### config.mk
export PLATFORM = sky130hd
export DESIGN_NAME = halfband_decim_flat
export DESIGN_NICKNAME = d
export VERILOG_FILES = /design/src/rtl/halfband_decim_if.sv /design/src/rtl/halfband_decim.sv /design/src/flat_wrapper.sv
export SDC_FILE = /design/constraint.sdc
export NUM_CORES = 2
export LEC_CHECK = 0
export ABC_AREA = 0
export CAP_MARGIN = 10
export CORE_MARGIN = 3
export CORE_UTILIZATION = 50
export CTS_CLUSTER_SIZE = 28
export DETAILED_ROUTE_END_ITERATION = 10
export DONT_BUFFER_PORTS = 1
export GPL_TIMING_DRIVEN = 0
export PLACE_DENSITY = 0.71
export SETUP_SLACK_MARGIN = 0.3
export SLEW_MARGIN = 20
export SYNTH_ARGS = -nofsm -noshare
export SYNTH_HDL_FRONTEND = slang
export SYNTH_SLANG_ARGS = --single-unit
### constraint.sdc
create_clock -name clk -period 36.6 [get_ports clk]
set_input_delay 3.66 -clock clk [delete_from_list [all_inputs] [get_ports clk]]
set_output_delay 3.66 -clock clk [all_outputs]
set_load 0.02 [all_outputs]
### src/rtl/halfband_decim_if.sv
// Handshake and coefficient-load bundle for halfband_decim.
// The slave modport is the filter's view, the master modport is the driver's view.
interface halfband_decim_if #(
  parameter int NCH   = 4,
  parameter int DW    = 16,
  parameter int CW    = 18,
  parameter int NTAPS = 11,
  parameter int OW    = 16
);
  localparam int CHW = $clog2(NCH);
  localparam int K   = (NTAPS + 1) / 4;
  localparam int KW  = (K > 1) ? $clog2(K) : 1;

  logic                  in_valid;
  logic                  in_ready;
  logic signed [DW-1:0]  in_data;
  logic [CHW-1:0]        in_ch;
  logic                  out_valid;
  logic                  out_ready;
  logic signed [OW-1:0]  out_data;
  logic [CHW-1:0]        out_ch;
  logic                  coef_we;
  logic [KW-1:0]         coef_addr;
  logic signed [CW-1:0]  coef_data;
  logic                  sat_flag;

  modport master (
    output in_valid, in_data, in_ch, out_ready, coef_we, coef_addr, coef_data,
    input  in_ready, out_valid, out_data, out_ch, sat_flag
  );

  modport slave (
    input  in_valid, in_data, in_ch, out_ready, coef_we, coef_addr, coef_data,
    output in_ready, out_valid, out_data, out_ch, sat_flag
  );
endinterface

### src/rtl/halfband_decim.sv
// Time-multiplexed halfband decimate-by-2 FIR for NCH interleaved channels.
// One pre-adder/multiplier/accumulator walks the K symmetric tap pairs, then adds the fixed 0.5 centre tap.
module halfband_decim #(
  parameter int NCH   = 4,
  parameter int DW    = 16,
  parameter int CW    = 18,
  parameter int NTAPS = 11,
  parameter int OW    = 16
) (
  input logic             clk,
  input logic             rst,
  halfband_decim_if.slave bus
);
  localparam int CHW = $clog2(NCH);
  localparam int K   = (NTAPS + 1) / 4;
  localparam int KW  = (K > 1) ? $clog2(K) : 1;
  localparam int M   = (NTAPS - 1) / 2;
  localparam int AW  = DW + CW + 2 + $clog2(K + 1);

  localparam logic signed [AW-1:0] OMAX = {{(AW-OW+1){1'b0}}, {(OW-1){1'b1}}};
  localparam logic signed [AW-1:0] OMIN = {{(AW-OW+1){1'b1}}, {(OW-1){1'b0}}};

  localparam logic [1:0] IDLE = 2'd0;
  localparam logic [1:0] MAC  = 2'd1;
  localparam logic [1:0] FIN  = 2'd2;
  localparam logic [1:0] OUT  = 2'd3;

  logic [1:0]            state;
  logic [KW-1:0]         j;
  logic [CHW-1:0]        ch_r;
  logic signed [AW-1:0]  acc;
  logic signed [DW-1:0]  hist [NCH][NTAPS];
  logic [NCH-1:0]        phase;
  logic signed [CW-1:0]  coef [K];
  logic                  out_valid_r;
  logic signed [OW-1:0]  out_data_r;
  logic [CHW-1:0]        out_ch_r;
  logic                  sat_flag_r;

  logic                  accept;
  logic                  ch_ok;
  logic                  addr_ok;

  logic signed [DW-1:0]  xa, xb, xc;
  logic signed [CW-1:0]  cf;
  logic signed [DW:0]    pre;
  logic signed [DW+CW:0] prod;
  logic signed [AW-1:0]  acc_mac, fin_sum, res;
  logic signed [OW-1:0]  sat_val;
  logic                  clip;

  // Range checks are only real logic when the index field can encode values past the end.
  if (NCH == (1 << CHW)) begin : g_ch_full
    assign ch_ok = 1'b1;
  end else begin : g_ch_part
    assign ch_ok = (32'(bus.in_ch) < NCH);
  end

  if (K == (1 << KW)) begin : g_addr_full
    assign addr_ok = 1'b1;
  end else begin : g_addr_part
    assign addr_ok = (32'(bus.coef_addr) < K);
  end

  assign bus.in_ready  = (state == IDLE) && !rst;
  assign accept        = bus.in_valid && bus.in_ready;
  assign bus.out_valid = out_valid_r;
  assign bus.out_data  = out_data_r;
  assign bus.out_ch    = out_ch_r;
  assign bus.sat_flag  = sat_flag_r;

  always_comb begin
    xa = '0;
    xb = '0;
    cf = '0;
    for (int unsigned i = 0; i < K; i++) begin
      if (j == KW'(i)) begin
        xa = hist[ch_r][2*i];
        xb = hist[ch_r][NTAPS-1-2*i];
        cf = coef[i];
      end
    end
    xc      = hist[ch_r][M];
    pre     = {xa[DW-1], xa} + {xb[DW-1], xb};
    prod    = (DW+CW+1)'(pre) * (DW+CW+1)'(cf);
    acc_mac = acc + {{(AW-DW-CW-1){prod[DW+CW]}}, prod};
    // Centre tap is 0.5 in Q1.(CW-1), i.e. x[M] scaled by 2^(CW-2).
    fin_sum = acc + {{(AW-DW-CW+2){xc[DW-1]}}, xc, {(CW-2){1'b0}}};
    res     = fin_sum >>> (CW-1);
    clip    = 1'b0;
    sat_val = res[OW-1:0];
    if (res > OMAX) begin
      sat_val = OMAX[OW-1:0];
      clip    = 1'b1;
    end else if (res < OMIN) begin
      sat_val = OMIN[OW-1:0];
      clip    = 1'b1;
    end
  end

  always_ff @(posedge clk or posedge rst) begin
    if (rst) begin
      state       <= IDLE;
      j           <= '0;
      ch_r        <= '0;
      acc         <= '0;
      phase       <= '0;
      out_valid_r <= 1'b0;
      out_data_r  <= '0;
      out_ch_r    <= '0;
      sat_flag_r  <= 1'b0;
      for (int unsigned c = 0; c < NCH; c++)
        for (int unsigned t = 0; t < NTAPS; t++)
          hist[c][t] <= '0;
      for (int unsigned i = 0; i < K; i++)
        coef[i] <= '0;
    end else begin
      case (state)
        IDLE: begin
          if (bus.coef_we && addr_ok)
            coef[bus.coef_addr] <= bus.coef_data;
          if (accept && ch_ok) begin
            for (int unsigned t = NTAPS-1; t > 0; t--)
              hist[bus.in_ch][t] <= hist[bus.in_ch][t-1];
            hist[bus.in_ch][0] <= bus.in_data;
            phase[bus.in_ch]   <= ~phase[bus.in_ch];
            if (phase[bus.in_ch]) begin
              ch_r  <= bus.in_ch;
              j     <= '0;
              acc   <= '0;
              state <= MAC;
            end
          end
        end
        MAC: begin
          acc <= acc_mac;
          if (j == KW'(K-1))
            state <= FIN;
          else
            j <= j + KW'(1);
        end
        FIN: begin
          acc         <= fin_sum;
          out_data_r  <= sat_val;
          out_ch_r    <= ch_r;
          out_valid_r <= 1'b1;
          if (clip)
            sat_flag_r <= 1'b1;
          state <= OUT;
        end
        default: begin
          if (bus.out_ready) begin
            out_valid_r <= 1'b0;
            state       <= IDLE;
          end
        end
      endcase
    end
  end
endmodule
### src/flat_wrapper.sv
// flat-port wrapper written by rule: the top's interface ports become plain ports
module halfband_decim_flat 
#(
  parameter int NCH   = 4,
  parameter int DW    = 16,
  parameter int CW    = 18,
  parameter int NTAPS = 11,
  parameter int OW    = 16
)
  (clk, rst, bus_in_valid, bus_in_data, bus_in_ch, bus_out_ready, bus_coef_we, bus_coef_addr, bus_coef_data, bus_in_ready, bus_out_valid, bus_out_data, bus_out_ch, bus_sat_flag);
  halfband_decim_if #(.NCH(NCH), .DW(DW), .CW(CW), .NTAPS(NTAPS), .OW(OW)) bus_i ();
  input logic clk;
  input logic rst;
  input wire logic [$bits(bus_i.in_valid)-1:0] bus_in_valid;
  input wire logic [$bits(bus_i.in_data)-1:0] bus_in_data;
  input wire logic [$bits(bus_i.in_ch)-1:0] bus_in_ch;
  input wire logic [$bits(bus_i.out_ready)-1:0] bus_out_ready;
  input wire logic [$bits(bus_i.coef_we)-1:0] bus_coef_we;
  input wire logic [$bits(bus_i.coef_addr)-1:0] bus_coef_addr;
  input wire logic [$bits(bus_i.coef_data)-1:0] bus_coef_data;
  output wire logic [$bits(bus_i.in_ready)-1:0] bus_in_ready;
  output wire logic [$bits(bus_i.out_valid)-1:0] bus_out_valid;
  output wire logic [$bits(bus_i.out_data)-1:0] bus_out_data;
  output wire logic [$bits(bus_i.out_ch)-1:0] bus_out_ch;
  output wire logic [$bits(bus_i.sat_flag)-1:0] bus_sat_flag;
  assign bus_i.in_valid = bus_in_valid;
  assign bus_i.in_data = bus_in_data;
  assign bus_i.in_ch = bus_in_ch;
  assign bus_i.out_ready = bus_out_ready;
  assign bus_i.coef_we = bus_coef_we;
  assign bus_i.coef_addr = bus_coef_addr;
  assign bus_i.coef_data = bus_coef_data;
  assign bus_in_ready = bus_i.in_ready;
  assign bus_out_valid = bus_i.out_valid;
  assign bus_out_data = bus_i.out_data;
  assign bus_out_ch = bus_i.out_ch;
  assign bus_sat_flag = bus_i.sat_flag;
  halfband_decim #(.NCH(NCH), .DW(DW), .CW(CW), .NTAPS(NTAPS), .OW(OW)) u_core (.clk(clk), .rst(rst), .bus(bus_i));
endmodule
### Word-level counts from Yosys, hierarchy flattened

Index checks and enable logic that the tools add are counted.

| cells by class | value |
|---|---|
| $add $sub $neg | 4 |
| multipliers | 1 |
| magnitude comparators | 10 |
| equal/unequal tests | 8 |
| muxes and demuxes | 74 |
| bitwise operators | 5 |
| reductions and logical operators | 22 |

Operators by type and width:

| kind | number |
|---|---|
| 704-bit bitwise mux | 11 |
| 176-bit demux with 2-bit select | 11 |
| 176-bit 2-to-1 mux | 5 |
| 176-bit binary-select mux with 2-bit select | 2 |
| 160-bit 2-to-1 mux | 1 |
| 144-bit 2-to-1 mux | 1 |
| 16-bit 2-to-1 mux | 9 |
| 128-bit 2-to-1 mux | 1 |
| 38-bit one-hot mux with 3 select lines | 1 |
| 112-bit 2-to-1 mux | 1 |
| 96-bit 2-to-1 mux | 1 |
| 80-bit 2-to-1 mux | 1 |
| 38-bit adder | 2 |
| 38-bit 2-to-1 mux | 2 |
| 18-bit 2-to-1 mux | 4 |
| 64-bit 2-to-1 mux | 1 |
| 54-bit bitwise mux | 1 |
| 48-bit 2-to-1 mux | 1 |
| 18-bit demux with 2-bit select | 1 |
| 17-bit by 18-bit multiplier with 35-bit output | 1 |
| 32-bit 2-to-1 mux | 1 |
| 21-bit by 16-bit > comparator with 1-bit output (second input constant) | 1 |
| 21-bit by 16-bit less-than comparator with 1-bit output (second input constant) | 1 |
| 16-bit by 16-bit adder with 17-bit output | 1 |
| other kinds (30) | 62 |

| word-level totals | value |
|---|---|
| register bits | 826 |
| input port bits | 43 |
| output and inout port bits | 21 |
| logic and storage cells | 180 |

### Depth between registers and ports, before layout

| depth | value |
|---|---|
| depth after elaboration | 16 |
| mapped depth | 51 |
| depth with buffers taken out | 47 |

### Worst setup path before layout

No wires, ideal clock.

| path | value |
|---|---|
| path kind | in2reg |
| start | input port rst |
| end | register u_core.acc[27] |
| library setup time | 0.134 ns |
| data arrival time | 24.957 ns |
| required time | 36.466 ns |
| path slack | 11.509 ns |
| stages | 7 |
| buffers on the path | 2 |
| path through | inv_1 > a31oi_1 > or2_2 > clkbuf_1 > clkbuf_1 > a22oi_1 > o21ai_0 |

| on the way | value |
|---|---|
| word-level cells in the longest chain between the ends | 5 |

Ends and longest elaborated chain:

| what | RTL line | RTL |
|---|---|---|
| start: declaration | flat_wrapper.sv:13 | `input logic rst;` |
| 1-bit zero test | halfband_decim.sv:65 | `assign bus.in_ready = (state == IDLE) && !rst;` |
| 1-bit logical AND | halfband_decim.sv:65 |  |
| 1-bit logical AND | halfband_decim.sv:66 | `assign accept = bus.in_valid && bus.in_ready;` |
| 2-bit by 1-bit != test with 1-bit output (no line) | - |  |
| 3-bit AND reduction (no line) | - |  |
| end signal: assignment | halfband_decim.sv:136 | `acc <= acc_mac;` |
| end signal: assignment | halfband_decim.sv:143 | `acc <= fin_sum;` |
| end: declaration | halfband_decim.sv:31 | `logic signed [AW-1:0] acc;` |

No other way between the ends.
A chain may end at the register's enable or synchronous reset.

### Worst setup path after layout

| path | value |
|---|---|
| start | register u_core.ch_r[1] |
| end | register u_core.acc[36] |

| on the way | value |
|---|---|
| word-level cells in the longest chain between the ends | 11 |
| elaborated cells on any way between the ends | 15 |
| those cells by class | 3 x add/sub; 1 x mul; 10 x mux; 1 x bitwise |

Ends and longest elaborated chain:

| what | RTL line | RTL |
|---|---|---|
| start: declaration | halfband_decim.sv:30 | `logic [CHW-1:0] ch_r;` |
| start signal: assignment | halfband_decim.sv:128 | `ch_r <= bus.in_ch;` |
| 2-bit NOT with 3-bit output (implied by the code) (*) | halfband_decim.sv:78, halfband_decim.sv:79, halfband_decim.sv:83 |  |
| 176-bit binary-select mux with 2-bit select (*) | halfband_decim.sv:78, halfband_decim.sv:79, halfband_decim.sv:83 |  |
| 176-bit 2-to-1 mux (implied by the code) (*) | halfband_decim.sv:78 | `xa = hist[ch_r][2*i];` |
| 176-bit 2-to-1 mux (implied by the code) (*) | halfband_decim.sv:79 | `xb = hist[ch_r][NTAPS-1-2*i];` |
| 16-bit 2-to-1 mux (3 in series) | halfband_decim.sv:77 | `if (j == KW'(i)) begin` |
| 16-bit by 16-bit adder with 17-bit output | halfband_decim.sv:84 | `pre = {xa[DW-1], xa} + {xb[DW-1], xb};` |
| 17-bit by 18-bit multiplier with 35-bit output | halfband_decim.sv:85 | `prod = (DW+CW+1)'(pre) * (DW+CW+1)'(cf);` |
| 38-bit adder | halfband_decim.sv:86 | `acc_mac = acc + {{(AW-DW-CW-1){prod[DW+CW]}}, prod};` |
| 38-bit one-hot mux with 3 select lines (*) | halfband_decim.sv:118 | `case (state)` |

Mark *: on every way between the ends. The rest lies on a longest branch, timed or not. The select of a mux whose other input is x is not followed.

==> summary by stage <==
Outcome
The run finished with clean final reports.

Critical path
The worst reg-to-reg path cell count is 46. The critical register-to-register path startpoint is u_core.ch_r[1]. By instance count, the cell type seen most on the critical path is sky130_fd_sc_hd__fa_1. The largest single stage delay on the critical path is 0.91 ns. The worst setup path is captured at a flop. Of all nets on the critical path, the largest fanout is 10.

The path type of the worst setup path is flop to flop. The standard cell with the maximum stage delay on the critical path is sky130_fd_sc_hd__clkbuf_1. In this run the critical register-to-register path is captured at u_core.acc[36]. The type of element launching the critical path is a flop.

The reg2reg setup slack is roughly 22 ns. The critical path arrival is 15.15 ns. For the worst setup path, the data required time is 37.10 ns.

Synth
The synthesized design contains 0 enable-type register cells. The number of flip-flops and latches in the synthesized netlist is 826. Counting every instance in the synthesized netlist gives around 5400. After synthesis, the cell types taking the most area are sky130_fd_sc_hd__dfrtp_1 39%, sky130_fd_sc_hd__fa_1 12%, sky130_fd_sc_hd__nand2_1 8.7%. The distinct cell type count after synthesis is 83. The combined area of all synthesized cells is ~53000 um2. The largest total area in the synthesized netlist belongs to sky130_fd_sc_hd__dfrtp_1. The proportion of netlist area held by the largest area contributor is between 30 and 40%. A synthesized cell averages 9.97 um2.

The total number of yosys warnings is 0. Sequential elements use 38.7% of the synthesized area. The dominant register cell in the synthesized netlist is sky130_fd_sc_hd__dfrtp_1. The proportion of synthesized flip-flops having asynchronous set or reset is 100%.

When the netlist entered floorplanning its net count stood at a little under 6000.

GRT
Entering global routing, the biggest net connects 110 pins. The first global-routing pass estimated 260 mm of wire. The via count of the first global-routing pass is roughly 42000.

The overall global routing resource usage is 30.7%. The number of antenna violations at the first check in global routing is 4. The remaining global-route overflow is 0.

Clock network
The count of H-tree levels built during CTS is 3. The number of setup buffers added after CTS is 0. TritonCTS built the clock tree. The clock latency on the worst-skew pair is about 0.7 ns.

The clock transition at the register clock pins on the worst setup and hold paths after CTS is ~0.060 ns. The tree is rooted in a sky130_fd_sc_hd__clkbuf_16. The TritonCTS sink count is 826. TritonCTS created 90 clock buffers. In this run, post-CTS hold repair placed 0 buffers.

Once the clock tree was built, the resizer swapped 0 gates to a different size. In this run the deepest clock path goes through 3 buffers.

Floorplan
Measured along the y axis, the die boundary spans roughly 330 um. Measured along the x axis, the die boundary spans 333 um. between 60 and 70 I/O pins were placed. In this run the standard cell core region covers 106000 um2. The starting utilization of the core area is slightly above 50%. The floorplan has 119 rows. The die outline area is roughly 110000 um2.

Place
The placement-stage worst setup slack is between 20 and 25 ns. The quantity of I/O buffers inserted on ports is 0. The placer congestion estimate is 0.989. The estimated wirelength of the detail-placed design is ~130 mm.

Once placement completed, the tool counted placed cells totaling 6763.

Timing
For the pin with the worst max-slew slack, the measured transition is 1.25 ns. For the final routed database, the setup TNS stands at 0 ns. Setup repair after global routing left no endpoint under its margin. Setup violations remaining at the end of the flow were counted as 0.

The tightest slew margin relative to the limit is 16.4%. Across the routed clock network, the largest skew measured is approximately 0.052 ns. The max-slew violation count came to 0. Setup slack closes at about 22 ns. After layout, the worst path uses 40.0% of the clock period.

For this run, the top clock speed supported by timing is a little under 0.07 GHz. The number of hold-slack violations in the final timing report was 0. The clock period minus worst slack is 14.65 ns.

Run
The tool flagged a number of max-cap violations equal to 0.

Min path
The startpoint identified for the worst hold timing path is u_core.hist[687]. The worst hold path terminates at u_core.hist[687]. The worst hold path cell count is 1. The path class of the tightest hold or removal check is flop to flop.

Drt
The via density per instance is 6.14. For this run, design rule violations remaining after detail routing come to 0. After the first detailed-routing iteration, the DRC count stood at 4257.

The total vias in the final route is 42600. Wires add up to 171 mm. The count of antenna-violating nets left after detailed routing is 0.

Before antenna repair, the detailed router went through 6 iterations. Dividing the detail-routed wire length by the instance count gives 24.7 um.

Layout
The library cells used most frequently in the layout, excluding fill and tap cells, are 1233 x sky130_fd_sc_hd__nand2_1, 826 x sky130_fd_sc_hd__dfrtp_1, 402 x sky130_fd_sc_hd__clkbuf_1, 382 x sky130_fd_sc_hd__inv_1, 320 x sky130_fd_sc_hd__nand4b_1. The area growth from synthesis to layout is 9.85%. In the final layout, the share of cells above drive strength 1 is around 7.8%. The commonest non-fill, non-tap cell in the layout is sky130_fd_sc_hd__nand2_1. The final layout contains 5992 nets. The count of non-filler cells in the finished layout is between 6000 and 7000.
critical path: cells and delay by family, from the launching register on:
| family | cells | cell delay [ns] |
|---|---|---|
| AO/OA/AOI/OAI | 19 | 4.87 |
| flip-flops | 1 | 0.32 |
| multiplexers | 1 | 0.45 |
| AND/OR/NAND/NOR | 3 | 0.57 |
| adder cells (fa/ha/maj) | 10 | 4.50 |
| XOR/XNOR | 3 | 0.71 |
| buffers and inverters | 10 | 2.98 |
routing by layer:
metal / part of all wire (%) / vias to the layer above / global-route usage [%]
met5: 0 / - / 0
met2: 46 / 1991 / 48.7
met1: 39 / 21300 / 40.0
met4: 6.7 / 0 / 16.9
met3: 8.5 / 564 / 6.00
li1: - / 18700 / -
kinds of logic (layout without fill, tap and decap cells):
| group | Yosys count | after routing | synth area share, % |
|---|---|---|---|
| simple gates | 2300 | 2300 | 22.7 |
| flops | 826 | 826 | 38.7 |
| buf+inv | 797 | 968 | 5.63 |
| compound gates | 620 | 620 | 8.24 |
| fa+ha+maj | 485 | 485 | 15.8 |
| mux | 239 | 239 | 7.41 |
| xor+xnor | 96 | 96 | 1.60 |
| other cells | 0 | 6 | 0 |
synthesized netlist by cell type, types with 4 or more instances:
master / instances
sky130_fd_sc_hd__nand2_1: 1233
sky130_fd_sc_hd__dfrtp_1: 826
sky130_fd_sc_hd__clkbuf_1: 387
sky130_fd_sc_hd__inv_1: 383
sky130_fd_sc_hd__nand4b_1: 320
sky130_fd_sc_hd__fa_1: 315
sky130_fd_sc_hd__nor2_1: 222
sky130_fd_sc_hd__a21o_1: 199
sky130_fd_sc_hd__ha_1: 170
sky130_fd_sc_hd__nand4_1: 170
sky130_fd_sc_hd__nor4bb_1: 160
sky130_fd_sc_hd__mux2_2: 124
sky130_fd_sc_hd__mux4_2: 113
sky130_fd_sc_hd__a21oi_1: 111
sky130_fd_sc_hd__o21ai_0: 70
sky130_fd_sc_hd__xnor2_1: 68
sky130_fd_sc_hd__and2_1: 65
sky130_fd_sc_hd__a221oi_1: 36
sky130_fd_sc_hd__nand3_1: 28
sky130_fd_sc_hd__o21a_1: 27
sky130_fd_sc_hd__xor2_1: 27
sky130_fd_sc_hd__buf_1: 24
sky130_fd_sc_hd__nor3_1: 24
sky130_fd_sc_hd__o31ai_1: 19
sky130_fd_sc_hd__nor2b_1: 18
sky130_fd_sc_hd__o21bai_1: 17
sky130_fd_sc_hd__a22o_1: 15
sky130_fd_sc_hd__and3_1: 14
sky130_fd_sc_hd__o31a_1: 12
sky130_fd_sc_hd__a211o_1: 10
sky130_fd_sc_hd__a31oi_1: 10
sky130_fd_sc_hd__a22oi_1: 9
sky130_fd_sc_hd__o21ai_1: 9
sky130_fd_sc_hd__a21boi_0: 8
sky130_fd_sc_hd__nand2b_1: 8
sky130_fd_sc_hd__o211ai_1: 8
sky130_fd_sc_hd__o311ai_0: 8
sky130_fd_sc_hd__or3_1: 8
sky130_fd_sc_hd__a211oi_1: 7
sky130_fd_sc_hd__or2_2: 7
sky130_fd_sc_hd__a221o_1: 5
sky130_fd_sc_hd__nor3b_1: 5
sky130_fd_sc_hd__a311oi_1: 4
sky130_fd_sc_hd__nand3b_1: 4
metrics by stage:
step           area, um2  hold slack [ns]  utilization, %
2_1_floorplan      53500            0.441               -
3_3_place_gp       55200            0.451            52.2
3_5_place_dp       55500            0.458            52.5
4_1_cts            58700            0.471            55.5
5_1_grt            58700            0.486            55.5
6_report           58700            0.469            55.5
state kept, by name, summed over array words and instances, names as in the netlist:
name / cells
u_core.j: 2
u_core.coef: 54
u_core.bus.sat_flag: 1
u_core.bus.out_ch: 2
u_core.state: 2
u_core.phase: 4
u_core.ch_r: 2
u_core.acc: 38
u_core.hist: 704
u_core.bus.out_valid: 1
u_core.bus.out_data: 16
cell type report:
| type | instances | area, um2 |
|---|---|---|
| repair buffers | 9 | 248 |
| multi-input cells | 3740 | 29800 |
| inverters | 383 | 1450 |
| plain buffers | 414 | 1570 |
| clock buffers | 121 | 2530 |
| diodes | 6 | 15.0 |
| clock inverters | 41 | 659 |
| flip-flops and latches | 826 | 20700 |
| fillers | 9180 | 47000 |
| well taps | 1391 | 1740 |
how the worst max path moves through the flow:
stage / depth (start not counted) / slack [ns] / to / startpoint
after global routing: 46 / 21.12 / u_core.acc[31] / u_core.ch_r[1]
after global placement: 1 / 0.89 / u_core.hist[365] / rst
final: 46 / 21.95 / u_core.acc[36] / u_core.ch_r[1]
after CTS: 46 / 22.02 / u_core.acc[35] / u_core.ch_r[1]
after floorplan: 1 / 9.71 / u_core.acc[0] / rst
after detailed placement: 46 / 22.07 / u_core.acc[35] / u_core.ch_r[1]
Power is left out: the tool's default activity adds up to more than one toggle a clock period on the data nets, which glitch-free logic cannot reach.
